<file path="config.mk">
export PLATFORM = sky130hd
export DESIGN_NAME = lsu
export DESIGN_NICKNAME = d
export VERILOG_FILES = /design/src/rtl/lsu.sv
export SDC_FILE = /design/constraint.sdc
export NUM_CORES = 1
export LEC_CHECK = 0
export CORE_MARGIN = 10
export CORE_UTILIZATION = 55
export DETAILED_ROUTE_END_ITERATION = 6
export DONT_BUFFER_PORTS = 1
export GPL_ROUTABILITY_DRIVEN = 1
export PLACE_DENSITY = 0.66
export SYNTH_ARGS = -nofsm -noshare
export SYNTH_HDL_FRONTEND = slang
export SYNTH_SLANG_ARGS = --single-unit
</file>
<file path="constraint.sdc">
create_clock -name clk -period 2.7 [get_ports clk]
set_clock_uncertainty 0.05 [all_clocks]
set_input_delay 0.27 -clock clk [delete_from_list [all_inputs] [get_ports clk]]
set_output_delay 0.27 -clock clk [all_outputs]
set_load 0.005 [all_outputs]
</file>
<file path="src/rtl/lsu.sv">
// lsu: load/store unit; checks each op, drives one bus request, and returns a load result, a store completion or an exception.
module lsu #(
  parameter int XLEN     = 32,
  parameter int ADDR_LEN = 14,
  parameter int TIMEOUT  = 255
) (
  input  logic                clk,
  input  logic                rstb,
  input  logic                ex_valid,
  output logic                ex_ready,
  input  logic                ex_is_store,
  input  logic [2:0]          ex_funct3,
  input  logic [XLEN-1:0]     ex_addr,
  input  logic [XLEN-1:0]     ex_wdata,
  input  logic [4:0]          ex_rd,
  output logic [ADDR_LEN-1:0] addr,
  output logic                rd_req,
  input  logic                rd_ready,
  output logic                wr_req,
  input  logic                wr_ready,
  output logic [XLEN/8-1:0]   be,
  output logic [XLEN-1:0]     wr_data,
  input  logic [XLEN-1:0]     rd_data,
  output logic                wb_valid,
  output logic [4:0]          wb_rd,
  output logic [XLEN-1:0]     wb_data,
  output logic                st_done,
  output logic                exc_valid,
  output logic [1:0]          exc_cause,
  output logic [XLEN-1:0]     exc_addr
);
  localparam int CW = $clog2(TIMEOUT + 1);
  localparam int NB = XLEN / 8;
  typedef enum logic [2:0] {IDLE, CHK, RD, WR, RESP} state_e;
  state_e state_q, state_d;
  logic [CW-1:0] cnt_q, cnt_d;
  logic st_q;
  logic [2:0] f3_q;
  logic [XLEN-1:0] ea_q, wr_data_q, wb_data_q, exc_addr_q, s, ld;
  logic [ADDR_LEN-1:0] addr_q;
  logic [4:0] wb_rd_q;
  logic exc_valid_q, exc_d, illegal, mis, bad, rdy, tmo;
  logic [1:0] exc_cause_q, cause_d;
  assign illegal = (f3_q inside {3'b011, 3'b110, 3'b111}) || (st_q && f3_q[2]);
  assign mis = (f3_q[1:0] == 2'b01 && ea_q[0]) || (f3_q[1:0] == 2'b10 && ea_q[1:0] != 2'b00);
  assign bad = illegal || mis;
  assign rdy = (state_q == RD) ? rd_ready : wr_ready;
  // Ready in the limit cycle still completes; only a missing ready at the limit times out.
  assign tmo = !rdy && cnt_q == CW'(TIMEOUT - 1);
  assign s = rd_data >> {ea_q[1:0], 3'b000};
  assign ld = f3_q[1:0] == 2'b00 ? {{(XLEN-8){s[7] & ~f3_q[2]}}, s[7:0]} :
              f3_q[1:0] == 2'b01 ? {{(XLEN-16){s[15] & ~f3_q[2]}}, s[15:0]} : rd_data;
  always_comb begin
    state_d = state_q;
    cnt_d = cnt_q;
    exc_d = 1'b0;
    cause_d = 2'd2;
    case (state_q)
      IDLE: state_d = ex_valid ? CHK : IDLE;
      CHK: begin
        state_d = bad ? IDLE : st_q ? WR : RD;
        cnt_d = '0;
        exc_d = bad;
        cause_d = illegal ? 2'd3 : {1'b0, st_q};
      end
      RD, WR: begin
        state_d = rdy ? RESP : tmo ? IDLE : state_q;
        cnt_d = cnt_q + CW'(1);
        exc_d = tmo;
      end
      default: state_d = IDLE;
    endcase
  end
  always_ff @(posedge clk) begin
    if (!rstb) begin
      state_q <= IDLE;
      cnt_q <= '0;
      st_q <= 1'b0;
      f3_q <= '0;
      ea_q <= '0;
      addr_q <= '0;
      wr_data_q <= '0;
      wb_data_q <= '0;
      wb_rd_q <= '0;
      exc_valid_q <= 1'b0;
      exc_cause_q <= '0;
      exc_addr_q <= '0;
    end else begin
      state_q <= state_d;
      cnt_q <= cnt_d;
      exc_valid_q <= exc_d;
      if (exc_d) begin
        exc_cause_q <= cause_d;
        exc_addr_q <= ea_q;
      end
      if (state_q == IDLE && ex_valid) begin
        st_q <= ex_is_store;
        f3_q <= ex_funct3;
        ea_q <= ex_addr;
        addr_q <= ex_addr[ADDR_LEN-1:0];
        wb_rd_q <= ex_rd;
        wr_data_q <= ex_funct3[1:0] == 2'b00 ? {NB{ex_wdata[7:0]}} :
                     ex_funct3[1:0] == 2'b01 ? {(XLEN/16){ex_wdata[15:0]}} : ex_wdata;
      end
      if (state_q == RD && rd_ready) wb_data_q <= ld;
    end
  end
  assign ex_ready = state_q == IDLE;
  assign rd_req = state_q == RD;
  assign wr_req = state_q == WR;
  assign be = state_q != WR ? '0 :
              f3_q[1:0] == 2'b00 ? NB'(1) << ea_q[1:0] :
              f3_q[1:0] == 2'b01 ? NB'(3) << ea_q[1:0] : '1;
  assign wb_valid = state_q == RESP && !st_q;
  assign st_done = state_q == RESP && st_q;
  assign addr = addr_q;
  assign wr_data = wr_data_q;
  assign wb_data = wb_data_q;
  assign wb_rd = wb_rd_q;
  assign exc_valid = exc_valid_q;
  assign exc_cause = exc_cause_q;
  assign exc_addr = exc_addr_q;
endmodule

</file>
# Word level (Yosys, flattened, before mapping)
# Cells that the tools add are included.
[op_classes]
addsub = 1
n_eq_ne = 13
n_shift = 3
mux = 18
bitwise = 3
n_reduce_logical = 20
[op_table]
columns = ["operator", "n"]
rows = [
  ["32-bit 2-to-1 mux", 4],
  ["32-bit by 5-bit right shift with 16-bit output", 1],
  ["8-bit case mux with 2 select lines", 1],
  ["4-bit 2-to-1 mux", 3],
  ["3-bit by 2-bit == test with 1-bit output (second input constant)", 3],
  ["3-bit == test (second input constant)", 3],
  ["3-bit case mux with 3 select lines", 1],
  ["8-bit by 1-bit adder with 8-bit output (second input constant)", 1],
  ["8-bit == test (second input constant)", 1],
  ["1-bit logical AND", 8],
  ["2-bit 2-to-1 mux", 3],
  ["3-bit 2-to-1 mux", 2],
  ["2-bit by 1-bit == test with 1-bit output (second input constant)", 2],
  ["2-bit logical NOT", 2],
  ["2-bit nonzero test", 2],
  ["1-bit by 2-bit << shifter with 4-bit output (first input constant)", 1],
  ["2-bit by 2-bit << shifter with 4-bit output (first input constant)", 1],
  ["3-bit by 1-bit == test with 1-bit output (second input constant)", 1],
  ["3-bit logical NOT", 1],
  ["1-bit logical OR", 3],
  ["1-bit 2-to-1 mux", 3],
  ["3-bit by 2-bit inequality test with 1-bit output (second input constant)", 1],
  ["3-bit inequality test (second input constant)", 1],
  ["3-bit nonzero test", 1],
  ["6 further kinds", 8],
]
[totals]
register_bits = 165
inputBits = 110
output_inout_bits = 127
wordCells = 70

# Longest topological paths before layout
[depth]
ltp_word = 7
ltp_mapped = 9

# Least setup slack after synthesis
# OpenSTA, ideal clock, no wires.
[synth_timing]
kind = "reg2reg"
from = "register ea_q[1]"
to = "register exc_addr_q[10], in the netlist exc_addr[10]"
setup_time_ns = 0.120
t_arrival_ns = 1.775
t_required_ns = 2.530
setup_slack_ns = 0.756
stages_incl_launch_ff = 10
n_path_buf = 4
synth_period_minus_slack_ns = 1.944
cell_sequence = "dfxtp_1 buf_4 buf_4 inv_1 ha_1 o221a_2 o22a_1 buf_6 buf_6 mux2i_1"
[synth_between]
elab_chain_len = 5
[synth_rtl]
columns = ["element", "line_no", "source"]
rows = [
  ["from (decl)", "39", "logic [XLEN-1:0] ea_q, wr_data_q, wb_data_q, exc_addr_q, s, ld;"],
  ["from (signal assigned)", "99", "ea_q <= ex_addr;"],
  ["2-bit nonzero test", "45", "assign mis = (f3_q[1:0] == 2'b01 && ea_q[0]) || (f3_q[1:0] == 2'b10 && ea_q[1:0] != 2'b00);"],
  ["1-bit logical AND", "45", ""],
  ["1-bit logical OR", "45", ""],
  ["1-bit logical OR", "46", "assign bad = illegal || mis;"],
  ["1-bit case mux with 2 select lines", "58", "case (state_q)"],
  ["to (signal assigned)", "94", "exc_addr_q <= ea_q;"],
  ["to (decl)", "39", ""],
]
# Every way passes these cells.
# A chain may end at the register's enable or synchronous reset.

# Worst setup path after layout
[layout_timing]
from = "register state_q[0]"
to = "register ea_q[4]"
[layout_between]
elab_chain_len = 2
[layout_rtl]
columns = ["element", "line_no", "source"]
rows = [
  ["from (decl)", "35", "state_e state_q, state_d;"],
  ["from (signal assigned)", "89", "state_q <= state_d;"],
  ["3-bit logical NOT", "96", "if (state_q == IDLE && ex_valid) begin"],
  ["1-bit logical AND", "96", ""],
]
# Every way passes these cells.

==> out/qor.csv <==
metric,value,unit
layout-drive-gt1-share,6.26,%
yosysMostFrequentCell,nand2_1,
setup_viol,0,
grt_first_pass_wirelength,33000,µm
slew_violations,0,
final_cell_area,8330,µm²
synth_cell_type_count,48,
drtIter0Drc,521,
finalCritPeriodShare,91.3,%
nFillCells,1054,
worst_slew_pin_slew,1.10,ns
area_delta_synth_final,19.4,%
hold_path_class,input pin to flop,
fin_nets,982,
crit_chain,nor3_1 -> buf_4 -> and2_4 -> buf_4 -> nand2_1 -> a21boi_0 -> dlygate4sd3_1,
p_per_area,685,nW/µm²
dominantRegCellSynth,dfxtp_1,
dr.pass1.iters,5,
numCtsBuffers,17,
initial_core_util,55.8,%
die_h,133,µm
syn_inst,838,
grtUsageTotal,23.3,%
antenna_cells,0,
cp_common_cell,buf_4,
port_buffers,0,
htree_levels,4,
synth_area_leader_cell,dfxtp_1,
worstPathRequired,3.01,ns
clk_path_buf_depth,2,
relSlewSlack,26.5,%
synth_edf_count,0,
grt_max_degree,155,
gp_congestion,0.893,
post-dp-hpwl,13900,µm
drc,0,
synth_warnings,0,
io_pins,237,
status,finished clean,
routed-via-count,6085,
cp-end-kind,flop,
finalCriticalPeriod,2.47,ns
avgSynthCellArea,8.33,µm²
timing.setup.tns,0,ns
cts_sinks,151,
finalNonFillerCells,1051,
die_area,17600,µm²
wire_per_inst,20.2,µm
power.leakage,3.52,nW
ys_seq_elements,151,
timing.hold.ws,0.0210,ns
slowest_stage,dlygate4sd3_1,
rsz0062_at_grt,no,
grt_pass1_vias,5789,
syn_area,6980,µm²
cap_violations,0,
yosys-top-cells-area,"dfxtp_1 (43%), nand2_1 (12%), mux2i_1 (7.5%)",
cp-start-kind,flop,
synthArstFlopShare,0,%
ir_worst_vdd,0.469,mV
row_count,41,
synthesis.nets,954,
overflow,0,
die_w,133,µm
root_buffer,clkbuf_16,
dp.cells,939,
routed_wl,21200,µm
slowest_delay,0.57,ns
clk_latency,0.42,ns
critPathMaxFanout,35,
fmax,406,MHz
cts_setup_buffers,0,
hold_viol,0,
antenna_left,0,
seq_area_frac_synth,43.3,%
path_class,flop to flop,
place_area,6870,µm²
clk_pin_slew,0.06,ns
synth_top_area_share,43.3,%
core,12500,µm²
antenna_found_initial,0,
total_power,5.71,mW
avgViaCountPerCell,5.79,
synth_common_cells,"nand2_1 (226), dfxtp_1 (151), a21boi_0 (66), a21oi_1 (55), o21ai_0 (55)",
cts_tree,done,
cp_data_arrival_time,2.78,ns
==> sequential cells by signal, summed over array words and instances, names as in the netlist, 2 cells and up <==
name	cells
wb_data	32
exc_addr	32
cnt_q	8
wr_data	32
wb_rd	5
ea_q	32
exc_cause	2
state_q	3
f3_q	3
==> report_power, final <==
group / switching (mW) / internal, mW
clock: 0.918 / 1.66
sequential: 0.110 / 2.35
combinational: 0.370 / 0.301
==> routing by layer <==
| metal | track usage [%] | share of wire, % | vias up |
|---|---|---|---|
| li1 | - | - | 2907 |
| met1 | 27.7 | 40 | 2848 |
| met2 | 37.7 | 48 | 288 |
| met3 | 8.74 | 9.8 | 42 |
| met4 | 7.89 | 2.5 | 0 |
| met5 | 0 | 0 | - |
==> cell families after synthesis <==
family	synth area share (%)
adders and majority gates	1.08
muxes	7.78
DFF	43.3
buffers and inverters	7.20
AOI/OAI and AO/OA	21.9
and+or+nand+nor	18.7
==> through the flow <==
step	worst slack, ns	util [%]
3_5_place_dp	0.392	54.9
6_report	0.235	66.6
4_1_cts	0.137	66.6
5_1_grt	0.113	66.6
3_3_place_gp	0.509	54.9
2_1_floorplan	0.756	-
==> cell usage in the layout (no fill, tap or decap), types with 2 or more instances in the layout <==
cell,count
nand2_1,225
dfxtp_1,151
dlygate4sd3_1,79
a21boi_0,66
a21oi_1,55
o21ai_0,55
mux2i_1,52
o211a_1,17
clkbuf_16,17
nor2_1,14
inv_1,13
nand2b_1,12
nand3_1,12
buf_4,11
nand4b_1,7
a22o_1,7
a32oi_1,7
o221ai_1,7
ha_1,6
nand4_1,5
bufinv_16,5
nor2b_1,4
a21boi_1,4
o22ai_1,3
nor3_1,3
and2_1,3
clkinv_2,3
or2_2,2
nor4bb_1,2
nand3b_1,2
clkbuf_1,2
clkinvlp_4,2
buf_12,2
==> area by class of cell <==
class | count | area [µm²] | area share [%]
sequential | 151 | 3020 | 36.3
timing repair buffer | 93 | 941 | 11.3
clock buffer | 20 | 447 | 5.36
clock inverter | 12 | 198 | 2.37
multi-input combinational | 590 | 3460 | 41.5
tap | 172 | 215 | 2.58
inverter | 13 | 48.8 | 0.585
==> critical path: cells and delay by family, from the launching register on <==
| family | cells | cell delay [ns] |
|---|---|---|
| AND/OR/NAND/NOR | 3 | 0.70 |
| AO/OA/AOI/OAI | 1 | 0.21 |
| buffers and inverters | 3 | 1.05 |
| flip-flops | 1 | 0.39 |
==> path summary, 6_finish.rpt <==
check	startpoint	end	slack [ns]	cells past startpoint
worst max-delay path	state_q[0]	ea_q[4]	0.23	7
worst min-delay path	wr_ready	state_q[2]	0.02	2
worst max register to register	state_q[0]	ea_q[4]	0.23	7
worst min register to register	ea_q[25]	exc_addr[25]	0.40	2
==> repair_timing <==
item | CTS | global route
gates resized for setup | 0 | 1
hold endpoints to repair | 150 | 0
endpoints found under the setup margin | 0 | 15
hold buffers | 80 | 0
(Power assumes the default switching activity.)
